### src/rtl/gcode2bin_stream.sv
// Gray-to-binary decoder with a 2-entry valid/ready output FIFO carrying a per-word error bit.
// Optional macro GCODE2BIN_STREAM_ADJ_CHECK_EN adds a Gray adjacency checker on accepted words.
module gcode2bin_stream #(
  parameter int NBITS = 4
) (
  input  logic             clk,
  input  logic             reset,
  input  logic             in_val,
  output logic             in_rdy,
  input  logic [NBITS-1:0] in_,
  output logic             out_val,
  input  logic             out_rdy,
  output logic [NBITS-1:0] out,
  output logic             err
);

  logic [NBITS-1:0] bin_word;
  logic             err_in;

  // Each binary bit is the XOR of all Gray bits at or above it.
  genvar gi;
  generate
    for (gi = 0; gi < NBITS; gi++) begin : g_dec
      assign bin_word[gi] = ^in_[NBITS-1:gi];
    end
  endgenerate

  logic [1:0][NBITS:0] mem_q, mem_d;
  logic                wr_ptr_q, wr_ptr_d;
  logic                rd_ptr_q, rd_ptr_d;
  logic [1:0]          count_q, count_d;
  logic                en_q, en_d;
  logic [NBITS-1:0]    out_last_q, out_last_d;
  logic [NBITS:0]      head;
  logic                push, pop;

  assign head    = mem_q[rd_ptr_q];
  assign out_val = (count_q != 2'd0);
  // en_q keeps in_rdy low until the first edge after reset release.
  assign in_rdy  = en_q && (count_q != 2'd2);
  assign push    = in_val && in_rdy;
  assign pop     = out_val && out_rdy;
  assign out     = out_val ? head[NBITS-1:0] : out_last_q;
  assign err     = out_val && head[NBITS];

`ifdef GCODE2BIN_STREAM_ADJ_CHECK_EN
  logic [NBITS-1:0] prev_q, prev_d;
  logic             have_prev_q, have_prev_d;

  always_comb begin
    prev_d      = prev_q;
    have_prev_d = have_prev_q;
    err_in      = have_prev_q && ($countones(in_ ^ prev_q) != 1);
    if (push) begin
      prev_d      = in_;
      have_prev_d = 1'b1;
    end
  end

  always_ff @(posedge clk or negedge reset) begin
    if (!reset) begin
      prev_q      <= '0;
      have_prev_q <= 1'b0;
    end else begin
      prev_q      <= prev_d;
      have_prev_q <= have_prev_d;
    end
  end
`else
  assign err_in = 1'b0;
`endif

  always_comb begin
    mem_d      = mem_q;
    wr_ptr_d   = wr_ptr_q;
    rd_ptr_d   = rd_ptr_q;
    count_d    = count_q;
    en_d       = 1'b1;
    out_last_d = out_val ? head[NBITS-1:0] : out_last_q;
    if (push) begin
      mem_d[wr_ptr_q] = {err_in, bin_word};
      wr_ptr_d        = ~wr_ptr_q;
    end
    if (pop) begin
      rd_ptr_d = ~rd_ptr_q;
    end
    if (push && !pop) begin
      count_d = count_q + 2'd1;
    end else if (pop && !push) begin
      count_d = count_q - 2'd1;
    end
  end

  always_ff @(posedge clk or negedge reset) begin
    if (!reset) begin
      mem_q      <= '0;
      wr_ptr_q   <= 1'b0;
      rd_ptr_q   <= 1'b0;
      count_q    <= 2'd0;
      en_q       <= 1'b0;
      out_last_q <= '0;
    end else begin
      mem_q      <= mem_d;
      wr_ptr_q   <= wr_ptr_d;
      rd_ptr_q   <= rd_ptr_d;
      count_q    <= count_d;
      en_q       <= en_d;
      out_last_q <= out_last_d;
    end
  end

endmodule

### config.mk
export PLATFORM = sky130hd
export DESIGN_NAME = gcode2bin_stream
export DESIGN_NICKNAME = d
export VERILOG_FILES = /design/src/rtl/gcode2bin_stream.sv
export SDC_FILE = /design/constraint.sdc
export NUM_CORES = 1
export LEC_CHECK = 0
export CAP_MARGIN = 15
export CORE_MARGIN = 2
export CORE_UTILIZATION = 45
export CTS_CLUSTER_SIZE = 20
export DETAILED_ROUTE_END_ITERATION = 16
export MAX_ROUTING_LAYER = met4
export PLACE_DENSITY_LB_ADDON = 0.05
export SYNTH_ARGS = -nofsm -noshare
export SYNTH_HDL_FRONTEND = slang
export SYNTH_SLANG_ARGS = --single-unit
### constraint.sdc
create_clock -name clk -period 4.9 [get_ports clk]
set_input_delay 0.98 -clock clk [delete_from_list [all_inputs] [get_ports clk]]
set_output_delay 0.98 -clock clk [all_outputs]
set_load 0.01 [all_outputs]
==> impl_table.tex <==
\begin{tabular}{lr}
\hline
Metric & Value \\
\hline
\multicolumn{2}{l}{\textbf{Status}} \\
\quad Outcome & finished clean \\
\multicolumn{2}{l}{\textbf{Worst setup path}} \\
\quad Endpoint class of the critical path & output pin \\
\quad CP required & 3.92 ns \\
\quad Max Fanout on Critical Path & 10 \\
\quad Critical setup path kind & reg2out \\
\quad Data arrival time of the critical path & 1.90 ns \\
\quad Worst Setup Start Kind & flop \\
\multicolumn{2}{l}{\textbf{Min path}} \\
\quad Class of the worst hold path & reg2reg \\
\multicolumn{2}{l}{\textbf{Timing}} \\
\quad Unrepaired setup endpoints after global routing & no \\
\quad Worst rel slew slack & between 50\% and 60\% \\
\quad Clock Skew & 0.00266 ns \\
\quad Slew @ Worst Pin & 0.737 ns \\
\quad Final total negative setup slack & 0 ns \\
\quad Fmax & 348 MHz \\
\quad Post-route fraction of the period consumed by the critical path & 58.7\% \\
\quad Final hold viol count & 0 \\
\quad Final slew viol count & 0 \\
\quad Shortest clock period the worst path allows after layout & about 2.9 ns \\
\quad Final setup fails & 0 \\
\multicolumn{2}{l}{\textbf{Finish}} \\
\quad Footprint of the multi-input gates & 320 um\^{}2 \\
\quad Fraction of final layout cells sized beyond drive strength 1 & 17.8\% \\
\quad Fill cell total of the finished layout & 130 \\
\quad Register cell area after layout & 425 um\^{}2 \\
\quad Non-filler instance count after layout & just under 90 \\
\quad Antenna diode count & 0 \\
\quad Layout overhead on the synthesized area & 21.0\% \\
\quad Total number of nets in the final design & 83 \\
\multicolumn{2}{l}{\textbf{Clock network}} \\
\quad Insertion delay to the later sink of the worst-skew pair & 0.28 ns \\
\quad Post-cts repair resize count & 0 \\
\quad Clock root buffer & clkbuf\_4 \\
\quad Htree depth & 1 \\
\quad Post-cts hold buffer count & 0 \\
\quad Number of CTS-inserted buffers & 3 \\
\quad Number of buffers inserted by post-CTS setup repair & 0 \\
\quad Deepest clock path buffer count & 2 \\
\quad Clock transition at the register clock pins on the worst setup and hold paths after CTS & $\sim$0.090 ns \\
\quad Clock tree from TritonCTS & built \\
\quad Clock sink total & 17 \\
\multicolumn{2}{l}{\textbf{Route}} \\
\quad DR iter-0 viols & 11 \\
\quad Pre-Repair DR Iteration Count & 2 \\
\quad Residual DRC count & 0 \\
\quad Post-detailed-route via-to-cell ratio & 5.20 \\
\quad Routed via count & 463 \\
\quad Wire length per cell after detailed routing & 13.6 um \\
\quad DRT antenna net count & 0 \\
\quad Wire length after detailed routing & roughly 1200 um \\
\multicolumn{2}{l}{\textbf{Power and ir drop}} \\
\quad Part of the power in the clock network & 11.9\% \\
\quad Internal Power & 0.401 mW \\
\quad IR drop worst, VDD & 0.000347 V \\
\quad Flop pwr share & 42.7\% \\
\quad Switching Fraction & 32.9\% \\
\quad Static power due to leakage & 0.419 nW \\
\quad Pwr Density & 647 nW/um\^{}2 \\
\quad Net Sw Power & a little under 0.2 mW \\
\quad Combinational power share & 45.4\% \\
\multicolumn{2}{l}{\textbf{Yosys}} \\
\quad Top cell type's share of synthesized area & 55.8\% \\
\quad Area leader, netlist & dfrtp\_1 \\
\quad Dominant register cell in the synthesized netlist & dfrtp\_1 \\
\quad Count of flip-flops with a built-in enable after synthesis & 0 \\
\quad Synth Register Bits & 17 \\
\quad Cells after Synth & 59 \\
\quad Yosys cell types & 20 \\
\quad Sequential area share after synthesis & 55.8\% \\
\quad Mean post-synth cell area & 12.9 um\^{}2 \\
\quad Most used standard cell by instance count after synthesis & dfrtp\_1 \\
\quad Asr flop ratio synth & 100\% \\
\quad Biggest area contributors in the synthesized netlist & dfrtp\_1, mux2\_2, xor2\_1 \\
\quad Net count of the mapped netlist & 68 \\
\quad Ys Warns & 0 \\
\quad Commonest cells in the netlist & dfrtp\_1, mux2\_2, nor2\_1, xor2\_1 \\
\quad Synthesized area & 762 um\^{}2 \\
\multicolumn{2}{l}{\textbf{Place}} \\
\quad Inst Count DP & between 80 and 90 \\
\quad GP Congestion & 0.710 \\
\quad Count of buffers from port buffering & 13 \\
\quad Half-perimeter wire length after detailed placement & 891 um \\
\multicolumn{2}{l}{\textbf{Global routing}} \\
\quad First-pass GRT wire length & 2060 um \\
\quad Antenna violations before repair & 0 \\
\quad Via count of the first global-routing pass & 495 \\
\quad Overall global routing resource usage & roughly 15\% \\
\quad Maximum number of pins on one net before global-route repair & 18 \\
\quad Leftover overflow at the end of global routing & 0 \\
\multicolumn{2}{l}{\textbf{Floorplan}} \\
\quad I/O Pins & 15 \\
\quad Starting Density & 49.4\% \\
\quad Number of standard-cell rows in the floorplan & 14 \\
\quad Die footprint & 2040 um\^{}2 \\
\quad Die outline width & 45.2 um \\
\quad Placeable Area & 1540 um\^{}2 \\
\quad Height of the die & roughly 45 um \\
\multicolumn{2}{l}{\textbf{Flow run}} \\
\quad Number of violations of the max-capacitance limit & 0 \\
\hline
\end{tabular}
[cell families after synthesis]
family / Yosys count / share of synthesized area [%]
compound gates: 4 / 2.63
xor+xnor: 8 / 11.3
fa+ha+maj: 1 / 1.64
buf+inv: 3 / 2.13
flops: 17 / 55.8
mux: 12 / 17.1
other cells: 2 / 0.986
simple gates: 12 / 8.38
[cell usage in the layout (no fill, tap or decap), drive strengths merged]
cell type       n
nand4           1
conb            2
xnor2           2
mux2            8
or2             1
xor3            1
dfrtp          17
xor2            5
nand2b          1
ha              1
nor2            5
clkdlybuf4s50  13
nand2           1
and2            1
mux2i           4
a21oi           4
and4b           1
and3            1
clkbuf          4
[routing by layer]
layer,GRT usage [%],wire length [um],up-vias,share of wire [%]
met5,-,0,-,0
met4,10.6,18,0,1.5
met3,2.40,47,2,3.9
met2,24.9,594,8,49
met1,17.1,546,229,45
li1,-,-,224,-
[flip-flops by register name, indices dropped and copies added (netlist names)]
signal	cells
mem_q	8
out_last_q	4
count_q	2
en_q	1
rd_ptr_q	1
wr_ptr_q	1
[power groups by stage]
| stage | combinational [mW] | sequential [mW] | clock, mW |
|---|---|---|---|
| after detailed placement | 0.272 | 0.258 | 0 |
| after CTS | 0.274 | 0.255 | 0.0750 |
| final | 0.271 | 0.255 | 0.0711 |
| after global placement | 0.271 | 0.256 | 0 |
| after floorplan | 0.179 | 0.239 | 0 |
| after global routing | 0.300 | 0.264 | 0.0793 |
[through the flow]
stage	instance area [um^2]	hold slack, ns	setup WS (ns)	power, mW	utilization (%)
after floorplan	762	0.456	2.81	0.418	-
after global placement	896	0.473	2.36	0.526	58.1
after detailed placement	896	0.485	2.34	0.530	58.1
after CTS	922	0.504	2.01	0.604	59.8
after global routing	922	0.530	1.93	0.643	59.8
final	922	0.503	2.02	0.597	59.8
[final timing paths]
check / startpoint / endpoint / slack (ns) / depth (start not counted)
max: count_q[0] / out[1] / 2.02 / 3
min: wr_ptr_q / wr_ptr_q / 0.50 / 1
max reg2reg: count_q[0] / count_q[1] / 3.30 / 6
min reg2reg: wr_ptr_q / wr_ptr_q / 0.50 / 1
max in group asynchronous: reset / mem_q[5] / 3.31 / 1
min in group asynchronous: reset / rd_ptr_q / 1.13 / 1
[worst max-delay path: stages (launching register included)]
cell and delay (ns):
dfrtp_1 0.42, or2_2 0.41, a21oi_1 0.22, clkdlybuf4s50_1 0.57
[area by class of cell]
type,instances,area share [%]
clock buffer,4,2.85
multi-input combinational,39,34.7
sequential,17,46.1
tap,16,2.17
timing repair buffer,13,14.1
Note: power is estimated with default switching activity, not from simulation.
==> patch: new RTL, config.mk and constraints unchanged <==
Take the reset off `mem_q` and load it in a clocked block of its own.
--- a/src/rtl/gcode2bin_stream.sv
+++ b/src/rtl/gcode2bin_stream.sv
@@ -94,5 +94,4 @@
   always_ff @(posedge clk or negedge reset) begin
     if (!reset) begin
-      mem_q      <= '0;
       wr_ptr_q   <= 1'b0;
       rd_ptr_q   <= 1'b0;
@@ -101,5 +100,4 @@
       out_last_q <= '0;
     end else begin
-      mem_q      <= mem_d;
       wr_ptr_q   <= wr_ptr_d;
       rd_ptr_q   <= rd_ptr_d;
@@ -110,4 +108,8 @@
   end
 
+  always_ff @(posedge clk) begin
+    mem_q <= mem_d;
+  end
+
 endmodule
 
Formal check against the unedited RTL: no difference found for any inputs over 10 cycles, from zero or initial values and one cycle with reset low; that may be too few to reach the edited logic, so the function may still have changed.
==> patch against the original RTL <==
Combinational power down 31%. Sequential cell count is the same. Final area shrank 7.5%. Critical path depth unchanged. Synthesized cell count down 14%. Total power decreased by 19%. Setup slack better by 0.024 ns. Synthesized area is 9.2% lower. Non-clock buffer count is the same. Sequential power fell by 12%. Die area shrank 8.4%. Routed wire length decreased by 19%. Largest cell class unchanged.
==> patch: results (changes against the original RTL) <==
status=finished, final reports clean (unchanged); 1st-pass router iterations=3 (was 2); Seq/Total Area, Yosys=67.27% (was 55.83%); dominant cell type by area after synthesis=edfxtp_1 (was dfrtp_1); final cell count without fillers=81 (was 89); DP HPWL=766.9 um (was 890.7 um); Synth area leaders=edfxtp_1 (35%), dfrtp_1 (33%), xor2_1 (7.6%) (was dfrtp_1 (56%), mux2_2 (12%), xor2_1 (5.7%)); EDFF count, synth=8 (was 0); gr usage total=12.97% (was 15.30%); core area=0.001471 mm2 (was 0.001541 mm2); PostCTS Resize Cnt=0 (unchanged); number of buffers created by CTS=3 (unchanged); Mapped Cells=51 (was 59); DR iter-0 viols=5 (was 11); peak supply drop=0.3624 mV (was 0.3467 mV); largest net degree at the start of global routing=11 (was 18); vias in the first global route=383 (was 495); biggest registers after layout=mem_q (8), out_last_q (4), count_q (2) (unchanged); Arr. time, crit path=1.87 ns (was 1.90 ns); layout cells sized above 1=7.692% (was 17.81%); Post-Route WL=981 um (was 1206 um); initial antenna violation count=0 (unchanged); Final GP Congestion=0.6671 (was 0.7104); fillers=135 (was 130); Synthesized Nets=60 (was 68); vias=392 (was 463); Leakage=0.3528 nW (was 0.4192 nW); Clock Skew=0.002402 ns (was 0.002660 ns); Async SR Flop Fraction=52.94% (was 100.0%); Synth cell types=18 (was 20); Final nets=75 (was 83); commonest cells in the netlist=dfrtp_1 (9), edfxtp_1 (8), xor2_1 (6) (was dfrtp_1 (17), mux2_2 (8), nor2_1 (5), xor2_1 (5)); global-route wire length before repair=1628 um (was 2063 um); Post-Place Cells=77 (was 85)
==> patch: per-layer routing <==
| metal | routed length, um | global-route usage [%] | part of all wire [%] | up-vias |
|---|---|---|---|---|
| met2 | 511 | 21.49 | 52 | 8 |
| met5 | 0 | - | 0 | - |
| met1 | 421 | 14.44 | 43 | 188 |
| li1 | - | - | - | 194 |
| met3 | 40 | 3.830 | 4.1 | 2 |
| met4 | 7 | 5.455 | 0.71 | 0 |
==> patch: kinds of logic after synthesis <==
| kind of cell | after synthesis | share of synthesized area, % |
|---|---|---|
| AND/OR/NAND/NOR | 12 | 8.682 |
| adder cells (fa/ha/maj) | 1 | 1.808 |
| XOR/XNOR | 8 | 10.13 |
| multiplexers | 4 | 5.787 |
| AO/OA/AOI/OAI | 4 | 2.893 |
| buffers and inverters | 3 | 2.350 |
| other | 2 | 1.085 |
| flip-flops | 17 | 67.27 |
==> patch: critical path, stage by stage, from the launching register on <==
cell             delay (ns)
dfrtp_1                0.43
or2_2                  0.39
a21oi_1                0.21
clkdlybuf4s50_1        0.57
==> patch: path summary, 6_finish.rpt <==
check                           start          to  slack (ns)  cells after the start
setup / recovery           count_q[0]      out[0]        2.05                      3
hold / removal               wr_ptr_q    wr_ptr_q        0.49                      1
setup reg to reg           count_q[0]  count_q[1]        3.32                      6
hold reg to reg              wr_ptr_q    wr_ptr_q        0.49                      1
max in group asynchronous       reset  count_q[1]        3.62                      1
min in group asynchronous       reset    rd_ptr_q        0.99                      1
==> patch: report_power, final <==
part	switching (W)	internal [W]
Combinational	0.0000840	0.000102
Sequential	0.0000271	0.000197
Clock	0.0000416	0.0000302
Total	0.000153	0.000329
==> patch: final cells by class <==
cell class | instances | share of cell area (%)
flip-flops and latches | 17 | 54.55
multi-input cells | 31 | 24.63
clock inverters | 1 | 0.5865
repair buffers | 13 | 15.25
clock buffers | 3 | 2.639
well taps | 16 | 2.346
==> patch: through the flow <==
step | util [%] | worst slack, ns | cell area (um2) | hold slack [ns]
4_1_cts | 57.99 | 2.018 | 853.3 | 0.4927
5_1_grt | 57.99 | 1.930 | 853.3 | 0.5205
3_5_place_dp | 56.12 | 2.341 | 825.8 | 0.4753
2_1_floorplan | - | 2.811 | 691.9 | 0.4555
3_3_place_gp | 56.12 | 2.387 | 825.8 | 0.4694
6_report | 57.99 | 2.047 | 853.3 | 0.4910
